`src/rtl/hazard_ctrl_unit_if.sv`:
```
// Signal bundle between the pipeline datapath and the hazard controller.
// master: pipeline side (drives register/stage status, consumes controls).
// slave:  hazard controller (consumes status, drives controls and counters).
interface hazard_ctrl_unit_if #(
  parameter int CNT_W = 16
);
  // ID-stage operand sources
  logic [3:0]       ID_Pa;
  logic [3:0]       ID_Pb;
  logic [3:0]       ID_Pd;
  logic             ID_use_a;
  logic             ID_use_b;
  logic             ID_use_d;

  // Downstream destinations
  logic [3:0]       EX_Rd;
  logic             EX_RF_enable;
  logic             EX_load_instr;
  logic [3:0]       MEM_Rd;
  logic             MEM_RF_enable;
  logic [3:0]       WB_Rd;
  logic             WB_RF_enable;

  // Events
  logic             branch_taken;
  logic             mem_busy;

  // Pipeline register controls
  logic             PC_load;
  logic             IF_ID_load;
  logic             IF_ID_flush;
  logic             ID_EX_nop;
  logic             pipe_freeze;

  // Forwarding selects: 00 regfile, 01 EX, 10 MEM, 11 WB
  logic [1:0]       fwd_a;
  logic [1:0]       fwd_b;
  logic [1:0]       fwd_d;

  // Status
  logic             mem_timeout;
  logic [CNT_W-1:0] stall_cnt;
  logic [CNT_W-1:0] flush_cnt;

  modport master (
    output ID_Pa, ID_Pb, ID_Pd, ID_use_a, ID_use_b, ID_use_d,
    output EX_Rd, EX_RF_enable, EX_load_instr,
    output MEM_Rd, MEM_RF_enable, WB_Rd, WB_RF_enable,
    output branch_taken, mem_busy,
    input  PC_load, IF_ID_load, IF_ID_flush, ID_EX_nop, pipe_freeze,
    input  fwd_a, fwd_b, fwd_d,
    input  mem_timeout, stall_cnt, flush_cnt
  );

  modport slave (
    input  ID_Pa, ID_Pb, ID_Pd, ID_use_a, ID_use_b, ID_use_d,
    input  EX_Rd, EX_RF_enable, EX_load_instr,
    input  MEM_Rd, MEM_RF_enable, WB_Rd, WB_RF_enable,
    input  branch_taken, mem_busy,
    output PC_load, IF_ID_load, IF_ID_flush, ID_EX_nop, pipe_freeze,
    output fwd_a, fwd_b, fwd_d,
    output mem_timeout, stall_cnt, flush_cnt
  );
endinterface

```
`src/rtl/hazard_ctrl_unit.sv`:
```
// Hazard and sequencing controller for the 5-stage pipeline.
//
//   state    | meaning
//   ---------+-----------------------------------------------------------
//   RUN      | normal issue; handles flush, load-use stall, freeze entry
//   MEM_WAIT | data memory busy; EX/MEM and MEM/WB frozen, wait timer runs
//   TIMEOUT  | memory never answered; pipeline frozen until reset
//
// Control outputs depend on the current state and this cycle's inputs so a
// memory stall or a branch takes effect in the same cycle it is reported.
// R15 is supplied by the PC path, so it never forwards and never stalls.
module hazard_ctrl_unit #(
  parameter int MAX_WAIT = 15,
  parameter int CNT_W    = 16
) (
  input  logic              clk,
  input  logic              reset,
  hazard_ctrl_unit_if.slave hz
);

  localparam logic [7:0]       MAX_WAIT_C = 8'(MAX_WAIT);
  localparam logic [CNT_W-1:0] CNT_MAX    = '1;

  typedef enum logic [1:0] {
    RUN      = 2'd0,
    MEM_WAIT = 2'd1,
    TIMEOUT  = 2'd2
  } state_t;

  state_t           state;
  logic             pending_flush;
  logic [7:0]       wait_cnt;
  logic [CNT_W-1:0] stall_cnt;
  logic [CNT_W-1:0] flush_cnt;
  logic             mem_timeout_q;

  logic             load_use;
  logic             run_rules;
  logic             freeze;
  logic             do_flush;
  logic             do_stall;

  logic             pc_load;
  logic             if_id_load;
  logic             if_id_flush;
  logic             id_ex_nop;
  logic             pipe_freeze;
  logic [1:0]       fwd_a;
  logic [1:0]       fwd_b;
  logic [1:0]       fwd_d;

  // Youngest producer wins; the use bit only qualifies the EX match.
  function automatic logic [1:0] fwd_sel(
    input logic [3:0] src,
    input logic       src_used,
    input logic [3:0] ex_rd,
    input logic       ex_en,
    input logic [3:0] mem_rd,
    input logic       mem_en,
    input logic [3:0] wb_rd,
    input logic       wb_en
  );
    logic [1:0] sel;
    sel = 2'b00;
    if (src == 4'hF)
      sel = 2'b00;
    else if (src_used && ex_en && (ex_rd == src))
      sel = 2'b01;
    else if (mem_en && (mem_rd == src))
      sel = 2'b10;
    else if (wb_en && (wb_rd == src))
      sel = 2'b11;
    return sel;
  endfunction

  // Operand forwarding selects for the three ID-stage sources.
  always_comb begin
    fwd_a = fwd_sel(hz.ID_Pa, hz.ID_use_a, hz.EX_Rd, hz.EX_RF_enable,
                    hz.MEM_Rd, hz.MEM_RF_enable, hz.WB_Rd, hz.WB_RF_enable);
    fwd_b = fwd_sel(hz.ID_Pb, hz.ID_use_b, hz.EX_Rd, hz.EX_RF_enable,
                    hz.MEM_Rd, hz.MEM_RF_enable, hz.WB_Rd, hz.WB_RF_enable);
    fwd_d = fwd_sel(hz.ID_Pd, hz.ID_use_d, hz.EX_Rd, hz.EX_RF_enable,
                    hz.MEM_Rd, hz.MEM_RF_enable, hz.WB_Rd, hz.WB_RF_enable);
  end

  // A load in EX whose result a used ID source needs cannot be forwarded yet.
  always_comb begin
    load_use = 1'b0;
    if (hz.EX_load_instr && hz.EX_RF_enable) begin
      if (hz.ID_use_a && (hz.ID_Pa != 4'hF) && (hz.ID_Pa == hz.EX_Rd))
        load_use = 1'b1;
      if (hz.ID_use_b && (hz.ID_Pb != 4'hF) && (hz.ID_Pb == hz.EX_Rd))
        load_use = 1'b1;
      if (hz.ID_use_d && (hz.ID_Pd != 4'hF) && (hz.ID_Pd == hz.EX_Rd))
        load_use = 1'b1;
    end
  end

  // Decide which pipeline action applies this cycle. The MEM_WAIT exit cycle
  // behaves exactly like RUN so a branch held in frozen EX is serviced then.
  always_comb begin
    run_rules = !hz.mem_busy && ((state == RUN) || (state == MEM_WAIT));
    freeze    = hz.mem_busy && ((state == RUN) || (state == MEM_WAIT));
    do_flush  = run_rules && (hz.branch_taken || pending_flush);
    do_stall  = run_rules && !do_flush && load_use;
  end

  // Pipeline register controls; reset forces fetch to keep running.
  always_comb begin
    pc_load     = 1'b1;
    if_id_load  = 1'b1;
    if_id_flush = 1'b0;
    id_ex_nop   = 1'b0;
    pipe_freeze = 1'b0;
    if (reset) begin
      pc_load    = 1'b1;
      if_id_load = 1'b1;
    end else if ((state == TIMEOUT) || freeze) begin
      pc_load     = 1'b0;
      if_id_load  = 1'b0;
      pipe_freeze = 1'b1;
    end else if (do_flush) begin
      // IF/ID still loads, but it loads a NOP
      if_id_flush = 1'b1;
      id_ex_nop   = 1'b1;
    end else if (do_stall) begin
      pc_load    = 1'b0;
      if_id_load = 1'b0;
      id_ex_nop  = 1'b1;
    end
  end

  // FSM, wait timer, pending flush and saturating performance counters.
  always_ff @(posedge clk) begin
    if (reset) begin
      state         <= RUN;
      pending_flush <= 1'b0;
      wait_cnt      <= 8'd0;
      stall_cnt     <= '0;
      flush_cnt     <= '0;
      mem_timeout_q <= 1'b0;
    end else begin
      case (state)
        RUN: begin
          if (hz.mem_busy) begin
            wait_cnt <= 8'd1;
            if (hz.branch_taken)
              pending_flush <= 1'b1;
            if (MAX_WAIT_C <= 8'd1) begin
              state         <= TIMEOUT;
              mem_timeout_q <= 1'b1;
            end else begin
              state <= MEM_WAIT;
            end
          end
        end
        MEM_WAIT: begin
          if (hz.mem_busy) begin
            // wait_cnt stays below MAX_WAIT here, so +1 cannot overflow
            wait_cnt <= wait_cnt + 8'd1;
            if ((wait_cnt + 8'd1) >= MAX_WAIT_C) begin
              state         <= TIMEOUT;
              mem_timeout_q <= 1'b1;
            end
          end else begin
            state    <= RUN;
            wait_cnt <= 8'd0;
          end
        end
        TIMEOUT: begin
          mem_timeout_q <= 1'b1;
        end
        default: begin
          state <= RUN;
        end
      endcase

      if (do_flush) begin
        pending_flush <= 1'b0;
        if (flush_cnt != CNT_MAX)
          flush_cnt <= flush_cnt + CNT_W'(1);
      end
      if (do_stall) begin
        if (stall_cnt != CNT_MAX)
          stall_cnt <= stall_cnt + CNT_W'(1);
      end
    end
  end

  assign hz.PC_load     = pc_load;
  assign hz.IF_ID_load  = if_id_load;
  assign hz.IF_ID_flush = if_id_flush;
  assign hz.ID_EX_nop   = id_ex_nop;
  assign hz.pipe_freeze = pipe_freeze;
  assign hz.fwd_a       = fwd_a;
  assign hz.fwd_b       = fwd_b;
  assign hz.fwd_d       = fwd_d;
  assign hz.mem_timeout = mem_timeout_q & ~reset;
  assign hz.stall_cnt   = stall_cnt;
  assign hz.flush_cnt   = flush_cnt;

endmodule

```
`src/flat_wrapper.sv`:
```
// flat-port wrapper written by rule: the top's interface ports become plain ports
module hazard_ctrl_unit_flat 
#(
  parameter int MAX_WAIT = 15,
  parameter int CNT_W    = 16
)
  (clk, reset, hz_ID_Pa, hz_ID_Pb, hz_ID_Pd, hz_ID_use_a, hz_ID_use_b, hz_ID_use_d, hz_EX_Rd, hz_EX_RF_enable, hz_EX_load_instr, hz_MEM_Rd, hz_MEM_RF_enable, hz_WB_Rd, hz_WB_RF_enable, hz_branch_taken, hz_mem_busy, hz_PC_load, hz_IF_ID_load, hz_IF_ID_flush, hz_ID_EX_nop, hz_pipe_freeze, hz_fwd_a, hz_fwd_b, hz_fwd_d, hz_mem_timeout, hz_stall_cnt, hz_flush_cnt);
  hazard_ctrl_unit_if #(.CNT_W(CNT_W)) hz_i ();
  input  logic clk;
  input  logic reset;
  input wire logic [$bits(hz_i.ID_Pa)-1:0] hz_ID_Pa;
  input wire logic [$bits(hz_i.ID_Pb)-1:0] hz_ID_Pb;
  input wire logic [$bits(hz_i.ID_Pd)-1:0] hz_ID_Pd;
  input wire logic [$bits(hz_i.ID_use_a)-1:0] hz_ID_use_a;
  input wire logic [$bits(hz_i.ID_use_b)-1:0] hz_ID_use_b;
  input wire logic [$bits(hz_i.ID_use_d)-1:0] hz_ID_use_d;
  input wire logic [$bits(hz_i.EX_Rd)-1:0] hz_EX_Rd;
  input wire logic [$bits(hz_i.EX_RF_enable)-1:0] hz_EX_RF_enable;
  input wire logic [$bits(hz_i.EX_load_instr)-1:0] hz_EX_load_instr;
  input wire logic [$bits(hz_i.MEM_Rd)-1:0] hz_MEM_Rd;
  input wire logic [$bits(hz_i.MEM_RF_enable)-1:0] hz_MEM_RF_enable;
  input wire logic [$bits(hz_i.WB_Rd)-1:0] hz_WB_Rd;
  input wire logic [$bits(hz_i.WB_RF_enable)-1:0] hz_WB_RF_enable;
  input wire logic [$bits(hz_i.branch_taken)-1:0] hz_branch_taken;
  input wire logic [$bits(hz_i.mem_busy)-1:0] hz_mem_busy;
  output wire logic [$bits(hz_i.PC_load)-1:0] hz_PC_load;
  output wire logic [$bits(hz_i.IF_ID_load)-1:0] hz_IF_ID_load;
  output wire logic [$bits(hz_i.IF_ID_flush)-1:0] hz_IF_ID_flush;
  output wire logic [$bits(hz_i.ID_EX_nop)-1:0] hz_ID_EX_nop;
  output wire logic [$bits(hz_i.pipe_freeze)-1:0] hz_pipe_freeze;
  output wire logic [$bits(hz_i.fwd_a)-1:0] hz_fwd_a;
  output wire logic [$bits(hz_i.fwd_b)-1:0] hz_fwd_b;
  output wire logic [$bits(hz_i.fwd_d)-1:0] hz_fwd_d;
  output wire logic [$bits(hz_i.mem_timeout)-1:0] hz_mem_timeout;
  output wire logic [$bits(hz_i.stall_cnt)-1:0] hz_stall_cnt;
  output wire logic [$bits(hz_i.flush_cnt)-1:0] hz_flush_cnt;
  assign hz_i.ID_Pa = hz_ID_Pa;
  assign hz_i.ID_Pb = hz_ID_Pb;
  assign hz_i.ID_Pd = hz_ID_Pd;
  assign hz_i.ID_use_a = hz_ID_use_a;
  assign hz_i.ID_use_b = hz_ID_use_b;
  assign hz_i.ID_use_d = hz_ID_use_d;
  assign hz_i.EX_Rd = hz_EX_Rd;
  assign hz_i.EX_RF_enable = hz_EX_RF_enable;
  assign hz_i.EX_load_instr = hz_EX_load_instr;
  assign hz_i.MEM_Rd = hz_MEM_Rd;
  assign hz_i.MEM_RF_enable = hz_MEM_RF_enable;
  assign hz_i.WB_Rd = hz_WB_Rd;
  assign hz_i.WB_RF_enable = hz_WB_RF_enable;
  assign hz_i.branch_taken = hz_branch_taken;
  assign hz_i.mem_busy = hz_mem_busy;
  assign hz_PC_load = hz_i.PC_load;
  assign hz_IF_ID_load = hz_i.IF_ID_load;
  assign hz_IF_ID_flush = hz_i.IF_ID_flush;
  assign hz_ID_EX_nop = hz_i.ID_EX_nop;
  assign hz_pipe_freeze = hz_i.pipe_freeze;
  assign hz_fwd_a = hz_i.fwd_a;
  assign hz_fwd_b = hz_i.fwd_b;
  assign hz_fwd_d = hz_i.fwd_d;
  assign hz_mem_timeout = hz_i.mem_timeout;
  assign hz_stall_cnt = hz_i.stall_cnt;
  assign hz_flush_cnt = hz_i.flush_cnt;
  hazard_ctrl_unit #(.MAX_WAIT(MAX_WAIT), .CNT_W(CNT_W)) u_core (.clk(clk), .reset(reset), .hz(hz_i));
endmodule
```
`config.mk`:
```
export PLATFORM = sky130hd
export DESIGN_NAME = hazard_ctrl_unit_flat
export DESIGN_NICKNAME = d
export VERILOG_FILES = /design/src/rtl/hazard_ctrl_unit_if.sv /design/src/rtl/hazard_ctrl_unit.sv /design/src/flat_wrapper.sv
export SDC_FILE = /design/constraint.sdc
export NUM_CORES = 1
export LEC_CHECK = 0
export CAP_MARGIN = 20
export CELL_PAD_IN_SITES_DETAIL_PLACEMENT = 1
export CELL_PAD_IN_SITES_GLOBAL_PLACEMENT = 2
export CORE_UTILIZATION = 27
export DETAILED_ROUTE_END_ITERATION = 16
export PLACE_DENSITY_LB_ADDON = 0.1
export SYNTH_ARGS = -nofsm -noshare
export SYNTH_HDL_FRONTEND = slang
export SYNTH_SLANG_ARGS = --single-unit
```
`constraint.sdc`:
```
create_clock -name clk -period 2.7 [get_ports clk]
set_clock_uncertainty 0.05 [all_clocks]
set_input_delay 0.81 -clock clk [delete_from_list [all_inputs] [get_ports clk]]
set_output_delay 0.81 -clock clk [all_outputs]
set_load 0.02 [all_outputs]
```
==> flow_summary.toml <==
[drt]
vias = 2969
drtIter0Drc = 80
firstDrtPassIters = 4
wl_um = 9071
ant_nets = 0
wl_per_cell_um = 14.87
route.detailed.drc = 0
vias_per_cell = 4.867

[synthesis]
yosysWarnings = 0
ys_seq_elements = 44
synth_area_sq_um = 2815
synth.distinct_cells = 48
synth_fp_nets = 391
async_reset_ff_frac = 0
avgSynthCellArea_sq_um = 7.998
synth_edf_count = 0
synth_top_area_frac = 0.3129
synth.top_cells.by_area = "dfxtp_1 (31%), xor2_1 (9.0%), xnor2_1 (6.5%)"
synth_largest_area_cell = "dfxtp_1"
synth-main-ff-cell = "dfxtp_1"
ys_seq_area_frac = 0.3129
synth_cells = 352

[sta]
setup_viol = 9
period_needed_ns = 2.849
max_freq_mhz = 350.9
setup_ws_ns = -0.1495
fin_crit_sh = 1.055
finalMaxSlewViolations = 0
slew_headroom = 0.6252
hold_viol = 0
worst_slew_pin_slew_ns = 0.5608
rsz0062_at_grt = "yes"

[layout]
areaGrowthSynthToFinish_pct = 62.13
drive_gt1_frac = 0.3256
fin_cells = 610
nNetsFinal = 514

[critical_path]
critPathTopFamily = "buffers and inverters"
crit_type = "in -> out"
cp_slowest_stage_delay_ns = 0.31
worst-path-max-fanout = 3
critPathArrivalTime_ns = 1.99
worstSetupStartpointType = "input port"
crit_path_top_delay_cell = "nor4_2"
path_cells = "buf_8, xnor2_2, nand2_1, nor4_2, buf_4, nor2b_2, a211oi_2, buf_4"
cp_common_cell = "buf_4"
cp.required_ns = 1.84
end_kind = "primary output"
critPathBufInv = 3

[placement]
dp_slack_ns = -1.140
numPortBuffers = 78
gp_congestion = 0.7916
dp_cells = 594
hpwl_um = 6784

[floorplan]
core-area_sq_um = 9955
dieArea_sq_um = 10840
start_util = 0.2828
ios = 79
row_count = 36
die_w_um = 104.1
die_h_um = 104.1

[global_route]
grt_pass1_wl_um = 15300
grt_overflow_total = 0
grt_antenna_before_repair = 1
grt_pass1_vias = 3114
grt_use_total = 0.1739
grt_max_degree = 25

[outcome]
violations = "negative setup slack"
status = "complete, but fails checks"

[clock_network]
clk_pin_slew_ns = 0.10
clock-sinks = 44
cts_buffers = 5
worst_skew_pair.late_latency_ns = 0.30
ctsLongestPathBuffers = 2
cts_tree = "yes"
cts_hold_buf = 0
cts-root-buf = "clkbuf_8"
cts_max_level = 2

[power_and_ir_drop]
irDropWorstVdd_v = 0.0001691
p_per_area_nw_per_um2 = 340.8
p_seq_frac = 0.428
switching_power_mw = 0.4453
cellInternalPower_mw = 1.110
leakage_nw = 1.668
combPwrFrac = 0.221
netSwitchingFraction = 0.2862
p_clk_frac = 0.352

[hold_path]
hold_path.class = "reg -> reg"

[job]
cap_violations = 0
==> worst register-to-register path, stage by stage (launching register included) <==
cell	delay, ns
dfxtp_1	0.45
nand3_1	0.19
nor2_1	0.30
mux2_1	0.37
a2111oi_2	0.44
a211oi_1	0.16
or2_1	0.22
==> through the flow <==
step | total power [mW] | setup TNS [ns] | hold WS (ns) | instance area [sq um] | util
floorplan | 0.7978 | -0.2048 | 0.3997 | 2850 | -
global placement | 0.9537 | -19.86 | 0.4143 | 4053 | 0.4071
detailed placement | 0.9578 | -20.71 | 0.4241 | 4053 | 0.4071
CTS | 1.555 | -1.252 | 0.4386 | 4367 | 0.4387
global route | 1.642 | -1.634 | 0.4700 | 4564 | 0.4585
finish | 1.556 | -1.052 | 0.4336 | 4564 | 0.4585
==> metal layers <==
metal	global-route usage	routed length, um
met5	0	0
met4	0.04490	137
met3	0.02444	201
met2	0.3052	4665
met1	0.2223	4067
==> cells by family (layout without fill, tap and decap cells) <==
| logic type | after synthesis | after routing | synth area share |
|---|---|---|---|
| AOI/OAI and AO/OA | 67 | 67 | 0.1476 |
| buffers and inverters | 21 | 145 | 0.03911 |
| other | 0 | 1 | 0 |
| DFF | 44 | 44 | 0.3129 |
| xor gates and xnor gates | 50 | 50 | 0.1556 |
| adders and majority gates | 4 | 4 | 0.01778 |
| muxes | 6 | 6 | 0.02267 |
| and+or+nand+nor | 160 | 160 | 0.3044 |
==> synth_stat cells (5+ instances only) <==
library cell / n
nor2_1: 46
dfxtp_1: 44
nor4_1: 5
nand4_1: 8
nor3_2: 5
nand3_1: 18
nor2b_1: 8
nand2_1: 25
nor3_1: 10
inv_1: 9
o21ai_1: 9
xnor2_1: 21
xor2_1: 29
clkbuf_1: 7
a21oi_1: 28
or3_1: 12
a211oi_1: 6
o21ai_0: 7
==> repair_timing <==
item	in CTS	in global routing
setup endpoints to repair	31	13
gates resized for setup	238	44
hold endpoints to repair	0	0
buffers inserted	6	1
pin swaps	41	24
==> path summary, 6_finish.rpt <==
| check | start | endpoint | slack (ns) | cells past startpoint |
|---|---|---|---|---|
| setup / recovery | hz_WB_Rd[1] | hz_fwd_b[1] | -0.15 | 8 |
| hold / removal | u_core.hz.stall_cnt[13] | u_core.hz.stall_cnt[13] | 0.43 | 2 |
| setup reg to reg | u_core.wait_cnt[0] | u_core.mem_timeout_q | 0.43 | 6 |
| hold reg to reg | u_core.hz.stall_cnt[13] | u_core.hz.stall_cnt[13] | 0.43 | 2 |
==> cell type report <==
class,instances,area [sq um]
antenna,1,2.502
clock buffer,5,68.82
clock inverter,3,46.29
fill,1161,5390
inverter,9,33.78
multi-input combinational,287,2155
sequential,44,880.8
tap,133,166.4
timing repair buffer,128,1211
==> state kept, by name, indices dropped and copies added (netlist names) <==
name	count
u_core.pending_flush	1
u_core.state	2
u_core.wait_cnt	8
u_core.hz.stall_cnt	16
u_core.mem_timeout_q	1
u_core.hz.flush_cnt	16
==> cells in the final DEF, fill, tap and decap left out, drive strengths merged, types with 2 or more instances in the layout <==
| master | instances |
|---|---|
| a211oi | 6 |
| a21boi | 2 |
| a21oi | 28 |
| a22oi | 3 |
| a31oi | 2 |
| and3 | 2 |
| and4 | 4 |
| buf | 85 |
| clkbuf | 6 |
| clkdlybuf4s15 | 2 |
| clkdlybuf4s50 | 32 |
| dfxtp | 44 |
| dlygate4sd2 | 7 |
| ha | 4 |
| inv | 10 |
| mux2 | 3 |
| mux2i | 3 |
| nand2 | 25 |
| nand2b | 2 |
| nand3 | 18 |
| nand3b | 2 |
| nand4 | 8 |
| nor2 | 47 |
| nor2b | 8 |
| nor3 | 15 |
| nor4 | 6 |
| nor4b | 2 |
| o21ai | 17 |
| o31ai | 4 |
| or2 | 3 |
| or3 | 12 |
| or4 | 4 |
| xnor2 | 21 |
| xor2 | 29 |
==> power by group through the flow <==
stage / logic, mW / clock network (mW) / registers (mW)
after floorplan: 0.117 / 0 / 0.681
after global placement: 0.274 / 0 / 0.680
after detailed placement: 0.278 / 0 / 0.680
after CTS: 0.312 / 0.577 / 0.665
after global routing: 0.368 / 0.607 / 0.667
final: 0.343 / 0.547 / 0.665
Power figures use the tool's default switching activity.
==> patch 1, RTL diff (same settings) <==
The 3 states of `state_t` get a one-hot encoding in 3 bits.
--- a/src/rtl/hazard_ctrl_unit.sv
+++ b/src/rtl/hazard_ctrl_unit.sv
@@ -22,8 +22,8 @@
   localparam logic [CNT_W-1:0] CNT_MAX    = '1;
 
-  typedef enum logic [1:0] {
-    RUN      = 2'd0,
-    MEM_WAIT = 2'd1,
-    TIMEOUT  = 2'd2
+  typedef enum logic [2:0] {
+    RUN      = 3'b001,
+    MEM_WAIT = 3'b010,
+    TIMEOUT  = 3'b100
   } state_t;
 
Behaviour: same outputs for any inputs over 10 cycles, from zero or initial values and one cycle with reset high; not proved beyond that.
==> patch 1 against the unedited design <==
The run still ends with negative setup slack left; area after synthesis increased by 3.2%; power increased by 0.43%; sequential cell count increased by 1; wire length increased by 3.7%; worst setup slack got worse by 0.21 ns; design area increased by 2.0%; largest cell class unchanged.
==> patch 1: results (changes against the unedited design) <==
stage,metric,value,unit,change
run_status,failing checks,negative setup slack,,unchanged
power,Sw Ratio,27.7,%,was 28.6%
routing,met2 wire length,4610,um,was 4670 um
critical_path,Critical Path AT,2.20,ns,was 1.99 ns
place,pre-CTS setup slack,-1.21,ns,was -1.14 ns
timing,max_slew headroom,56.2,%,was 62.5%
synth,adder-cell area share of the yosys netlist,1.72,%,was 1.78%
global_routing,largest net degree at the start of global routing,17,,was 25
layout,fillers,1250,,"was 1,161"
die,Core Area,0.0104,sq mm,was 0.00995 sq mm
global_routing,met1 Use GR,22.2,%,about the same
timing,post-route setup slack,-0.359,ns,was -0.149 ns
place,dpl cell area,0.00420,sq mm,was 0.00405 sq mm
synth,Synth area leaders,"dfxtp_1 (31%), xor2_1 (11%), nor2_1 (5.6%)",,"was dfxtp_1 (31%), xor2_1 (9.0%), xnor2_1 (6.5%)"
place,placer congestion estimate,0.810,,was 0.792
run_status,outcome,"finished, violations left",,unchanged
synth,Compound-Gate Fraction of Synth Area,14.0,%,was 14.8%
global_routing,vias in the first global route,3184,,"was 3,114"
timing,Setup TNS,-2.24,ns,was -1.05 ns
timing,Final setup viols,10,,was 9
synth,post-synthesis sequential area ratio,31.0,%,was 31.3%
power,maximum VDD drop,0.178,mV,was 0.169 mV
layout,share of layout cells above drive strength 1,32.1,%,was 32.6%
place,Cells after DPL,612,,was 594
global_routing,met2 Use GR,29.4,%,was 30.5%
## patch 1: changes by cell type after synthesis, moves of 6 or more
cell,unedited run,this run
o21ai_1,9,3
o21ai_0,7,14
nand2_1,25,19
and3_1,2,8
xor2_1,29,38
xnor2_1,21,14
## patch 1: worst max-delay path, cell delays in order
cell             delay [ns]
clkdlybuf4s50_1        0.50
and4b_1                0.25
nor3_2                 0.06
or2_4                  0.24
o21a_4                 0.21
buf_6                  0.13
## patch 1: final cells by class
class	count	share of cell area, %
Clock inverter	2	0.752
Timing Repair Buffer	141	27.1
Inverter	11	0.887
Tap cell	136	3.65
Multi-Input combinational cell	292	46.7
Sequential cell	45	19.3
Clock buffer	5	1.48
## patch 1: power groups by stage
stage | Sequential [mW] | Clock, mW | Combinational [mW]
floorplan | 0.695 | 0 | 0.133
global placement | 0.695 | 0 | 0.296
detailed placement | 0.696 | 0 | 0.300
CTS | 0.680 | 0.538 | 0.329
global route | 0.682 | 0.561 | 0.393
finish | 0.680 | 0.517 | 0.365
## patch 1: what timing repair did
item                                    4_1_cts  5_1_grt
endpoints found under the setup margin       22       12
pin swaps                                    34       24
resized for setup                           205       51
hold endpoints to repair                      0        0
setup buffers                                11        2
## patch 1: worst paths after layout
| kind | start | to | slack [ns] | depth (start not counted) |
|---|---|---|---|---|
| max reg2reg | u_core.state[1] | u_core.hz.flush_cnt[15] | 0.48 | 10 |
| min | u_core.hz.stall_cnt[7] | u_core.hz.stall_cnt[7] | 0.47 | 2 |
| min reg2reg | u_core.hz.stall_cnt[7] | u_core.hz.stall_cnt[7] | 0.47 | 2 |
| max | hz_ID_use_a | hz_IF_ID_load | -0.36 | 6 |
==> patch 2, RTL diff (same flow settings) <==
Without the edit above. `CNT_W` is set to 16 in 3 places; all go to 12.
--- a/src/rtl/hazard_ctrl_unit_if.sv
+++ b/src/rtl/hazard_ctrl_unit_if.sv
@@ -3,5 +3,5 @@
 // slave:  hazard controller (consumes status, drives controls and counters).
 interface hazard_ctrl_unit_if #(
-  parameter int CNT_W = 16
+  parameter int CNT_W = 12
 );
   // ID-stage operand sources
--- a/src/rtl/hazard_ctrl_unit.sv
+++ b/src/rtl/hazard_ctrl_unit.sv
@@ -12,5 +12,5 @@
 module hazard_ctrl_unit #(
   parameter int MAX_WAIT = 15,
-  parameter int CNT_W    = 16
+  parameter int CNT_W    = 12
 ) (
   input  logic              clk,
--- a/src/flat_wrapper.sv
+++ b/src/flat_wrapper.sv
@@ -3,5 +3,5 @@
 #(
   parameter int MAX_WAIT = 15,
-  parameter int CNT_W    = 16
+  parameter int CNT_W    = 12
 )
   (clk, reset, hz_ID_Pa, hz_ID_Pb, hz_ID_Pd, hz_ID_use_a, hz_ID_use_b, hz_ID_use_d, hz_EX_Rd, hz_EX_RF_enable, hz_EX_load_instr, hz_MEM_Rd, hz_MEM_RF_enable, hz_WB_Rd, hz_WB_RF_enable, hz_branch_taken, hz_mem_busy, hz_PC_load, hz_IF_ID_load, hz_IF_ID_flush, hz_ID_EX_nop, hz_pipe_freeze, hz_fwd_a, hz_fwd_b, hz_fwd_d, hz_mem_timeout, hz_stall_cnt, hz_flush_cnt);
Interface: changed (resized hz_flush_cnt and hz_stall_cnt); port bits go from 79 to 71. No check against the original RTL was run, so the function may have changed too.
==> patch 2 against the unedited design <==
The flow finishes with violations (design-rule violations, negative setup slack); count of clock-buffer cells in the layout increased by 2; design area decreased by 9.4%; area after synthesis decreased by 11%; power decreased by 15%; wire length decreased by 7.7%; worst setup slack got worse by 0.12 ns; die area decreased by 11%; sequential cell count decreased by 8; critical endpoint is now hz_ID_EX_nop.
==> patch 2: results (changes against the unedited design) <==
stage,metric,value,unit,change
global_routing,initial antenna violation count,0,,was 1
global_routing,vias in the first global route,2693,,"was 3,114"
routing,M1 WL,3800,um,was 4070 um
routing,via count,2614,,"was 2,969"
global_routing,global-route met3 utilization,3.01,%,was 2.44%
synth,adder-cell area share of the yosys netlist,2.01,%,was 1.78%
place,hpwl dp,6160,um,was 6780 um
synth,Yosys cell types,49,,was 48
layout,top flop regs,"u_core.hz.flush_cnt x12, u_core.hz.stall_cnt x12, u_core.wait_cnt x8",,"was u_core.hz.flush_cnt x16, u_core.hz.stall_cnt x16, u_core.wait_cnt x8"
synth,Commonest cells post-synth,"nor2_1 (41), dfxtp_1 (36), xor2_1 (31)",,"was nor2_1 (46), dfxtp_1 (44), xor2_1 (29)"
timing,Final setup viols,9,,unchanged
run_status,failing checks,"design-rule violations, negative setup slack",,was negative setup slack
place,Cells after DPL,518,,was 594
global_routing,Total GRT Usage,17.1,%,was 17.4%
routing,DR vias/cell,4.88,,was 4.87
critical_path,Crit-path slowest cell,and4b_4,,was nor4_2
global_routing,met2 Use GR,30.9,%,was 30.5%
power,cell leakage power,1.59,nW,was 1.67 nW
synth,Post-Syn Nets,346,,was 391
timing,post-route setup slack,-0.270,ns,was -0.149 ns
critical_path,worst flop-to-flop path startpoint,u_core.state[1],,was u_core.wait_cnt[0]
synth,Post-Synth XOR/XNOR Area,17.5,%,was 15.6%
synth,post-synthesis sequential area ratio,28.9,%,was 31.3%
routing,final wirelength,8380,um,was 9070 um
timing,max_slew headroom,59.8,%,was 62.5%
routing,number of DRC markers in iteration 0,36,,was 80
routing,met2 wire length,4270,um,was 4670 um
place,placer congestion estimate,0.820,,was 0.792
timing,Setup TNS,-1.68,ns,was -1.05 ns
synth,post-synthesis mux area share,2.11,%,was 2.27%
global_routing,first-pass GRT wire length,13300,um,"was 15,300 um"
critical_path,"slowest stage delay, CP",0.29,ns,was 0.31 ns
critical_path,FF-to-FF setup slack,0.56,ns,was 0.43 ns
cts,Worst-Skew Late Latency,0.28,ns,was 0.30 ns
routing,Residual DRC,1,,was 0
run_status,outcome,"finished, violations left",,unchanged
critical_path,crit path capture,hz_ID_EX_nop,,was hz_fwd_b[1]
synth,Compound-Gate Fraction of Synth Area,14.6,%,was 14.8%
cts,"Reg clk slew, reported paths",0.08,ns,was 0.10 ns
critical_path,Critical Path AT,2.11,ns,was 1.99 ns
critical_path,Worst path top cell family by delay,simple AND/OR/NAND/NOR gates,,was buffers and inverters
critical_path,Reg2Reg Depth,8,,was 6
global_routing,largest net degree at the start of global routing,30,,was 25
-- patch 2: cell types whose count changed in the layout (fill, tap and decap cells not counted), moves of 3 or more --
cell and delta:
clkdlybuf4s50_1 -6, xnor2_2 +3, buf_4 -3, o21ai_0 +6, buf_6 +3, nand3_1 -3
o21ai_1 -6, nor2_1 -5, dfxtp_1 -8, xnor2_1 -5, a21oi_1 -7
-- patch 2: power by group through the flow --
stage / registers [mW] / logic [mW] / clock network [mW]
finish: 0.545 / 0.372 / 0.411
CTS: 0.545 / 0.337 / 0.429
global route: 0.547 / 0.399 / 0.454
detailed placement: 0.558 / 0.295 / 0
floorplan: 0.560 / 0.126 / 0
global placement: 0.557 / 0.293 / 0
-- patch 2: area by class of cell --
cell class                      count  area [sq um]
Tap cell                          108           135
Timing Repair Buffer              121          1130
Fill cell                        1030          4710
Multi-Input combinational cell    256          2030
Clock buffer                        7          86.3
Inverter                            7          26.3
Sequential cell                    36           721
Clock inverter                      1          7.51
-- patch 2: cells by family (layout without fill, tap and decap cells) --
group                      Yosys count  in the layout
and+or+nand+nor                    141            141
AOI/OAI and AO/OA                   56             56
xor gates and xnor gates            50             50
DFF                                 36             36
buffers and inverters               15            136
muxes                                5              5
adders and majority gates            4              4
-- patch 2: what timing repair did --
item | 4_1_cts | 5_1_grt
resized for setup | 236 | 37
hold endpoints to repair | 0 | 0
setup endpoints to repair | 19 | 11
setup buffers | 7 | 3
pin swaps | 44 | 20
-- patch 2: stage by stage --
step | setup WS, ns | hold WS, ns | cell area [sq um]
after floorplan | -0.120 | 0.459 | 2530
after global placement | -1.14 | 0.436 | 3620
after detailed placement | -1.17 | 0.442 | 3620
after CTS | -0.364 | 0.455 | 3940
after global routing | -0.344 | 0.489 | 4140
final | -0.270 | 0.448 | 4140
